===== config.mk =====
export PLATFORM = sky130hd
export DESIGN_NAME = if_fetch_stage
export DESIGN_NICKNAME = d
export VERILOG_FILES = /design/src/rtl/if_fetch_stage.sv
export SDC_FILE = /design/constraint.sdc
export NUM_CORES = 1
export LEC_CHECK = 0
export ABC_CLOCK_PERIOD_IN_PS = 6080
export BUFFER_PORTS_ARGS = -buffer_cell sky130_fd_sc_hd__buf_2
export CAP_MARGIN = 25
export CORE_UTILIZATION = 38
export DETAILED_ROUTE_END_ITERATION = 6
export GPL_ROUTABILITY_DRIVEN = 1
export GPL_TIMING_DRIVEN = 0
export SKIP_LAST_GASP = 1
export SLEW_MARGIN = 40
export SYNTH_ARGS = -nofsm -noshare
export SYNTH_HDL_FRONTEND = slang
export SYNTH_SLANG_ARGS = --single-unit

===== constraint.sdc =====
create_clock -name clk -period 6.08 [get_ports clk]
set_input_delay 1.216 -clock clk [delete_from_list [all_inputs] [get_ports clk]]
set_output_delay 1.216 -clock clk [all_outputs]
set_load 0.005 [all_outputs]

===== src/rtl/if_fetch_stage.sv =====
// Instruction-fetch stage: owns the PC, issues variable-latency imem requests and holds the
// IF/ID pipeline register, with hazard stalls and ID-resolved redirects (one delay slot).
module if_fetch_stage #(
  parameter logic [31:0] RESET_PC  = 32'h0000_3000,
  parameter logic [31:0] NOP_INSTR = 32'h0000_0000
) (
  input  logic        clk,
  input  logic        reset,
  input  logic        stall_i,
  input  logic        redirect_i,
  input  logic [31:0] redirect_pc_i,
  output logic        imem_req,
  output logic [31:0] imem_addr,
  input  logic        imem_ack,
  input  logic [31:0] imem_rdata,
  output logic        if_id_valid,
  output logic [31:0] if_id_instr,
  output logic [31:0] if_id_pc,
  output logic [31:0] if_id_pc8
);

  localparam logic [0:0] StFetch = 1'b0;
  localparam logic [0:0] StHold  = 1'b1;

  logic [0:0]  state_q, state_d;
  logic [31:0] pc_q, pc_d;
  logic        redir_pend_q, redir_pend_d;
  logic [31:0] redir_tgt_q, redir_tgt_d;
  logic [31:0] hold_buf_q, hold_buf_d;
  logic        valid_q, valid_d;
  logic [31:0] instr_q, instr_d;
  logic [31:0] id_pc_q, id_pc_d;
  logic [31:0] id_pc8_q, id_pc8_d;

  logic        accept;
  logic        redir_take;
  logic [31:0] redir_addr;
  logic [31:0] next_pc;
  logic        deliver;
  logic [31:0] deliver_instr;

  assign accept     = ~stall_i;
  assign redir_take = redirect_i & accept;
  assign redir_addr = {redirect_pc_i[31:2], 2'b00};

  // A redirect seen on the delivery edge bypasses the pending slot and steers pc_q directly.
  assign next_pc = redir_take   ? redir_addr :
                   redir_pend_q ? redir_tgt_q :
                                  pc_q + 32'd4;

  assign imem_req  = (state_q == StFetch);
  assign imem_addr = pc_q;

  always_comb begin
    state_d       = state_q;
    pc_d          = pc_q;
    redir_pend_d  = redir_pend_q;
    redir_tgt_d   = redir_tgt_q;
    hold_buf_d    = hold_buf_q;
    valid_d       = valid_q;
    instr_d       = instr_q;
    id_pc_d       = id_pc_q;
    id_pc8_d      = id_pc8_q;
    deliver       = 1'b0;
    deliver_instr = hold_buf_q;

    case (state_q)
      StFetch: begin
        if (imem_ack) begin
          if (accept) begin
            deliver       = 1'b1;
            deliver_instr = imem_rdata;
          end else begin
            hold_buf_d = imem_rdata;
            state_d    = StHold;
          end
        end else if (accept) begin
          valid_d = 1'b0;
          instr_d = NOP_INSTR;
        end
      end
      StHold: begin
        if (accept) begin
          deliver = 1'b1;
          state_d = StFetch;
        end
      end
      default: state_d = StFetch;
    endcase

    // The delay slot is always the word at pc_q; delivering it consumes any pending redirect.
    if (deliver) begin
      valid_d      = 1'b1;
      instr_d      = deliver_instr;
      id_pc_d      = pc_q;
      id_pc8_d     = pc_q + 32'd8;
      pc_d         = next_pc;
      redir_pend_d = 1'b0;
    end else if (redir_take) begin
      redir_pend_d = 1'b1;
      redir_tgt_d  = redir_addr;
    end
  end

  always_ff @(posedge clk or posedge reset) begin
    if (reset) begin
      state_q      <= StFetch;
      pc_q         <= RESET_PC;
      redir_pend_q <= 1'b0;
      redir_tgt_q  <= 32'h0;
      hold_buf_q   <= NOP_INSTR;
      valid_q      <= 1'b0;
      instr_q      <= NOP_INSTR;
      id_pc_q      <= 32'h0;
      id_pc8_q     <= 32'h8;
    end else begin
      state_q      <= state_d;
      pc_q         <= pc_d;
      redir_pend_q <= redir_pend_d;
      redir_tgt_q  <= redir_tgt_d;
      hold_buf_q   <= hold_buf_d;
      valid_q      <= valid_d;
      instr_q      <= instr_d;
      id_pc_q      <= id_pc_d;
      id_pc8_q     <= id_pc8_d;
    end
  end

  assign if_id_valid = valid_q;
  assign if_id_instr = instr_q;
  assign if_id_pc    = id_pc_q;
  assign if_id_pc8   = id_pc8_q;

endmodule

==> out/summary.md <==
In this run the power spent charging and discharging nets is 1.178 mW. Detailed placement ended at an HPWL of 20,430 um. The origin of the worst setup path is imem_ack.

Post-synthesis cell type with the largest combined area: dfrtp_1. Count of max-cap constraint violations: 0. The run gives 0.443 as the sequential cell fraction of total power.

During placement, the flow inserted port buffers numbering 189. The synthesized netlist contains 55 unique library cells. The die outline width was 154.4 um. In this run, the number of DRC markers left after iteration 0 of detailed routing was 593. The floorplan step defined a die boundary enclosing 0.02383 mm^2. Switching portion of total power: 0.3152. The number of fill cells in the layout is 2,179. The proportion of layout cells with a drive suffix above 1 works out to 0.3024.

The run gives 0.5280 as the post-synthesis sequential area ratio. The initial antenna violation count is 4, and the total routing resource utilization after global routing is 0.2391. The first global-routing pass estimated 43,290 um of wire.

The tools report the total negative slack for setup checks as 0 ns. Start-to-end type of the worst setup path: input pin to flop. The tightest min-delay check is of the flop to flop type. The tools report the reg-to-reg critical path startpoint as state_q.

For the pin with the worst max-slew slack, the measured transition is 0.8659 ns. Along the worst path, the maximum fanout reaches 10. Entering global routing, the biggest net connects 25 pins.

The internal portion of the total power is 2.559 mW. Total clock buffers created by CTS: 17. Critical path capture point type: a flop. The floorplan has 55 rows. The worst hold path stage count was 2. Among all flip-flop cells after synthesis, the most frequent one is dfrtp_1.

The endpoint of the worst-slack reg-to-reg timing path is imem_addr[18]. Clock edge transition at the registers on the reported setup and hold paths: 0.07 ns. Post-route clock period utilization: 0.5468.

The H-tree was split into 4 levels. The mean area per synthesized cell was 9.969 um^2; the number of iterations in the first detailed-routing pass was 6. Counting cells, the worst reg-to-reg path comes to 6. By count the netlist is led by nand2_1 (187), dfrtp_1 (183), o21ai_0 (93). The remaining antenna violation count after routing was 0. From synthesis to final layout, the design area changed by 25.27%.

The tools report the arrival time at the worst endpoint as 3.67 ns. The endpoint of the worst hold path is if_id_pc[27]. The worst path in the final design needs a cycle of 3.324 ns, including I/O delays and setup. The share of the synthesized area in the top cell type was 0.5191. The tools report the pre-CTS setup slack as 2.364 ns. Power density relative to cell area: 338.2 mW/mm^2. TritonCTS built the clock tree. The headroom to the max-slew limit came out at 0.4216. The leakage dissipation is 5.163 nW. In this run the post-CTS setup repair buffer count came out at 0. The aggregate global routing overflow is 0, and the final core utilization is 0.4867. 199 I/O pins were placed.

Once the clock tree was built, the resizer swapped 0 gates to a different size. In the final routed layout, each cell accounts on average for 19.60 um. The run gives 2 as the number of buffers on the longest clock path. The multi-input combinational cells in the finished layout cover a total of 0.003824 mm^2. STA classifies the critical path startpoint as an input pin. For the worst setup path, the data required time is 6.43 ns. The worst setup slack for register-to-register paths came out at 3.25 ns.

Summed over all layers, the routed wires come to 27,600 um. In the routed layout, each cell is associated on average with a via count of 5.427. The worst path meets setup with 2.756 ns of slack. The run gives 0.324 as the relative contribution of the clock network to total power. The beginning of the worst hold path is if_id_pc[27]. The final-report hold violation count was 0; the number of global-route vias before repair was 7,517. The combinational cell fraction of total power is 0.233. Setup-violating endpoint count in the final report: 0.

The core region is 0.02271 mm^2. The run gives 0.008822 mm^2 as the total standard cell area after synthesis. CTS placed an instance of clkbuf_16 at the clock tree root. Most frequently used cell type in the post-synthesis netlist: nand2_1.

Worst ir drop on vdd: 0.1749 mV. The run finished with clean final reports. In the synthesized netlist, the number of instances is 885. The max-slew violation count was 0. For the starting utilization of the core area, the log shows 0.3885.

The routed layout has 7,641 vias. Hold repair after CTS inserted 0 buffers. The async set or reset register ratio after synthesis was 1.000. In the post-synthesis netlist, the biggest area contributors are dfrtp_1 (52%), mux2_2 (8.7%), nand2_1 (8.0%).

At the later pin of the worst-skew pair, clock insertion delay measures 0.44 ns. The logs give 0 for the number of warnings reported in the yosys synthesis log and 186 for the TritonCTS sink count. The number of nets in the final layout came out at 1,179. Hold is met by 0.4699 ns. The maximum clock skew at final layout was 0.01293 ns; the number of flops mapped to enable cells by yosys was 0. The overall die height works out to 154.4 um. The run gives 300.8 MHz as the upper clock frequency limit. For this run, design rule violations remaining after detail routing come to 0. Setup repair after global routing left no endpoint under its margin. At the end of routability-driven placement, the weighted congestion stood at 0.8781.

Across the whole layout, storage elements account for 0.004658 mm^2. The synthesis-stage register bit count is 186.
## worst max path at each step
| stage | to | slack [ns] | depth (start not counted) |
|---|---|---|---|
| after floorplan | hold_buf_q[0] | 2.47 | 1 |
| after global placement | redir_tgt_q[26] | 1.15 | 2 |
| after global routing | imem_addr[7] | 2.70 | 7 |
| final | imem_addr[18] | 2.76 | 7 |
| after CTS | if_id_pc8[5] | 2.80 | 6 |
| after detailed placement | if_id_pc8[5] | 2.36 | 6 |
## power by group through the flow
stage | Sequential (mW) | Combinational [mW] | Clock, mW
floorplan | 1.66 | 0.479 | 0
global placement | 1.67 | 0.834 | 0
detailed placement | 1.68 | 0.871 | 0
CTS | 1.66 | 0.874 | 1.23
global route | 1.69 | 0.962 | 1.28
finish | 1.66 | 0.869 | 1.21
## cell type report
class                           count  area share
Buffer                             75     0.02977
Timing Repair Buffer              199      0.1091
Multi-Input combinational cell    621      0.3460
Tap cell                          285     0.03227
Clock inverter                     14     0.01811
Clock buffer                       18     0.03974
Antenna cell                        2   0.0004528
Inverter                            8    0.003057
Sequential cell                   186      0.4215
## layout by cell type, fill, tap and decap left out, types with 17 or more instances in the layout
| cell type | Yosys | routed |
|---|---|---|
| xor2_1 | 21 | 21 |
| a22oi_1 | 26 | 26 |
| nor2_1 | 26 | 26 |
| clkbuf_16 | 0 | 17 |
| dfrtp_1 | 183 | 183 |
| a21oi_1 | 21 | 21 |
| mux2_2 | 68 | 68 |
| nor3_1 | 17 | 17 |
| o21ai_0 | 93 | 93 |
| clkbuf_1 | 43 | 43 |
| nand2_1 | 187 | 187 |
| nand3_1 | 22 | 22 |
| buf_2 | 14 | 203 |
## routing by layer
metal | share of wire | global-route usage | vias to the layer above
met5 | 0.0011 | 0 | -
met4 | 0.028 | 0.08062 | 4
met3 | 0.073 | 0.06024 | 65
met2 | 0.45 | 0.3695 | 269
met1 | 0.45 | 0.3276 | 3751
li1 | - | - | 3552
## state kept, by name (all words and copies together), names as in the netlist
signal,cells
hold_buf_q,32
if_id_instr,32
if_id_pc,30
if_id_pc8,29
if_id_valid,1
imem_addr,30
redir_pend_q,1
redir_tgt_q,30
state_q,1
## critical path, cell delays in order
cell	delay, ns
buf_2	0.10
clkbuf_1	0.25
o21bai_1	0.77
clkbuf_1	0.55
buf_1	0.54
nand2_1	0.14
o21ai_0	0.10
## through the flow
| step | total power [mW] | cells | area [um^2] |
|---|---|---|---|
| 6_report | 3.738 | 1408 | 11050 |
| 5_1_grt | 3.927 | 1408 | 11050 |
| 4_1_cts | 3.762 | 1406 | 11050 |
| 3_5_place_dp | 2.552 | 1374 | 10410 |
| 3_3_place_gp | 2.505 | 1364 | 10150 |
| 2_1_floorplan | 2.137 | 890 | 8845 |
## logic make-up after synthesis
kind of cell    share of synthesized area
xor+xnor                          0.03276
simple gates                       0.1642
fa+ha+maj                        0.002836
compound gates                     0.1397
buf+inv                           0.04070
other cells                     0.0004251
mux                               0.09133
flops                              0.5280
(Power assumes the default switching activity.)
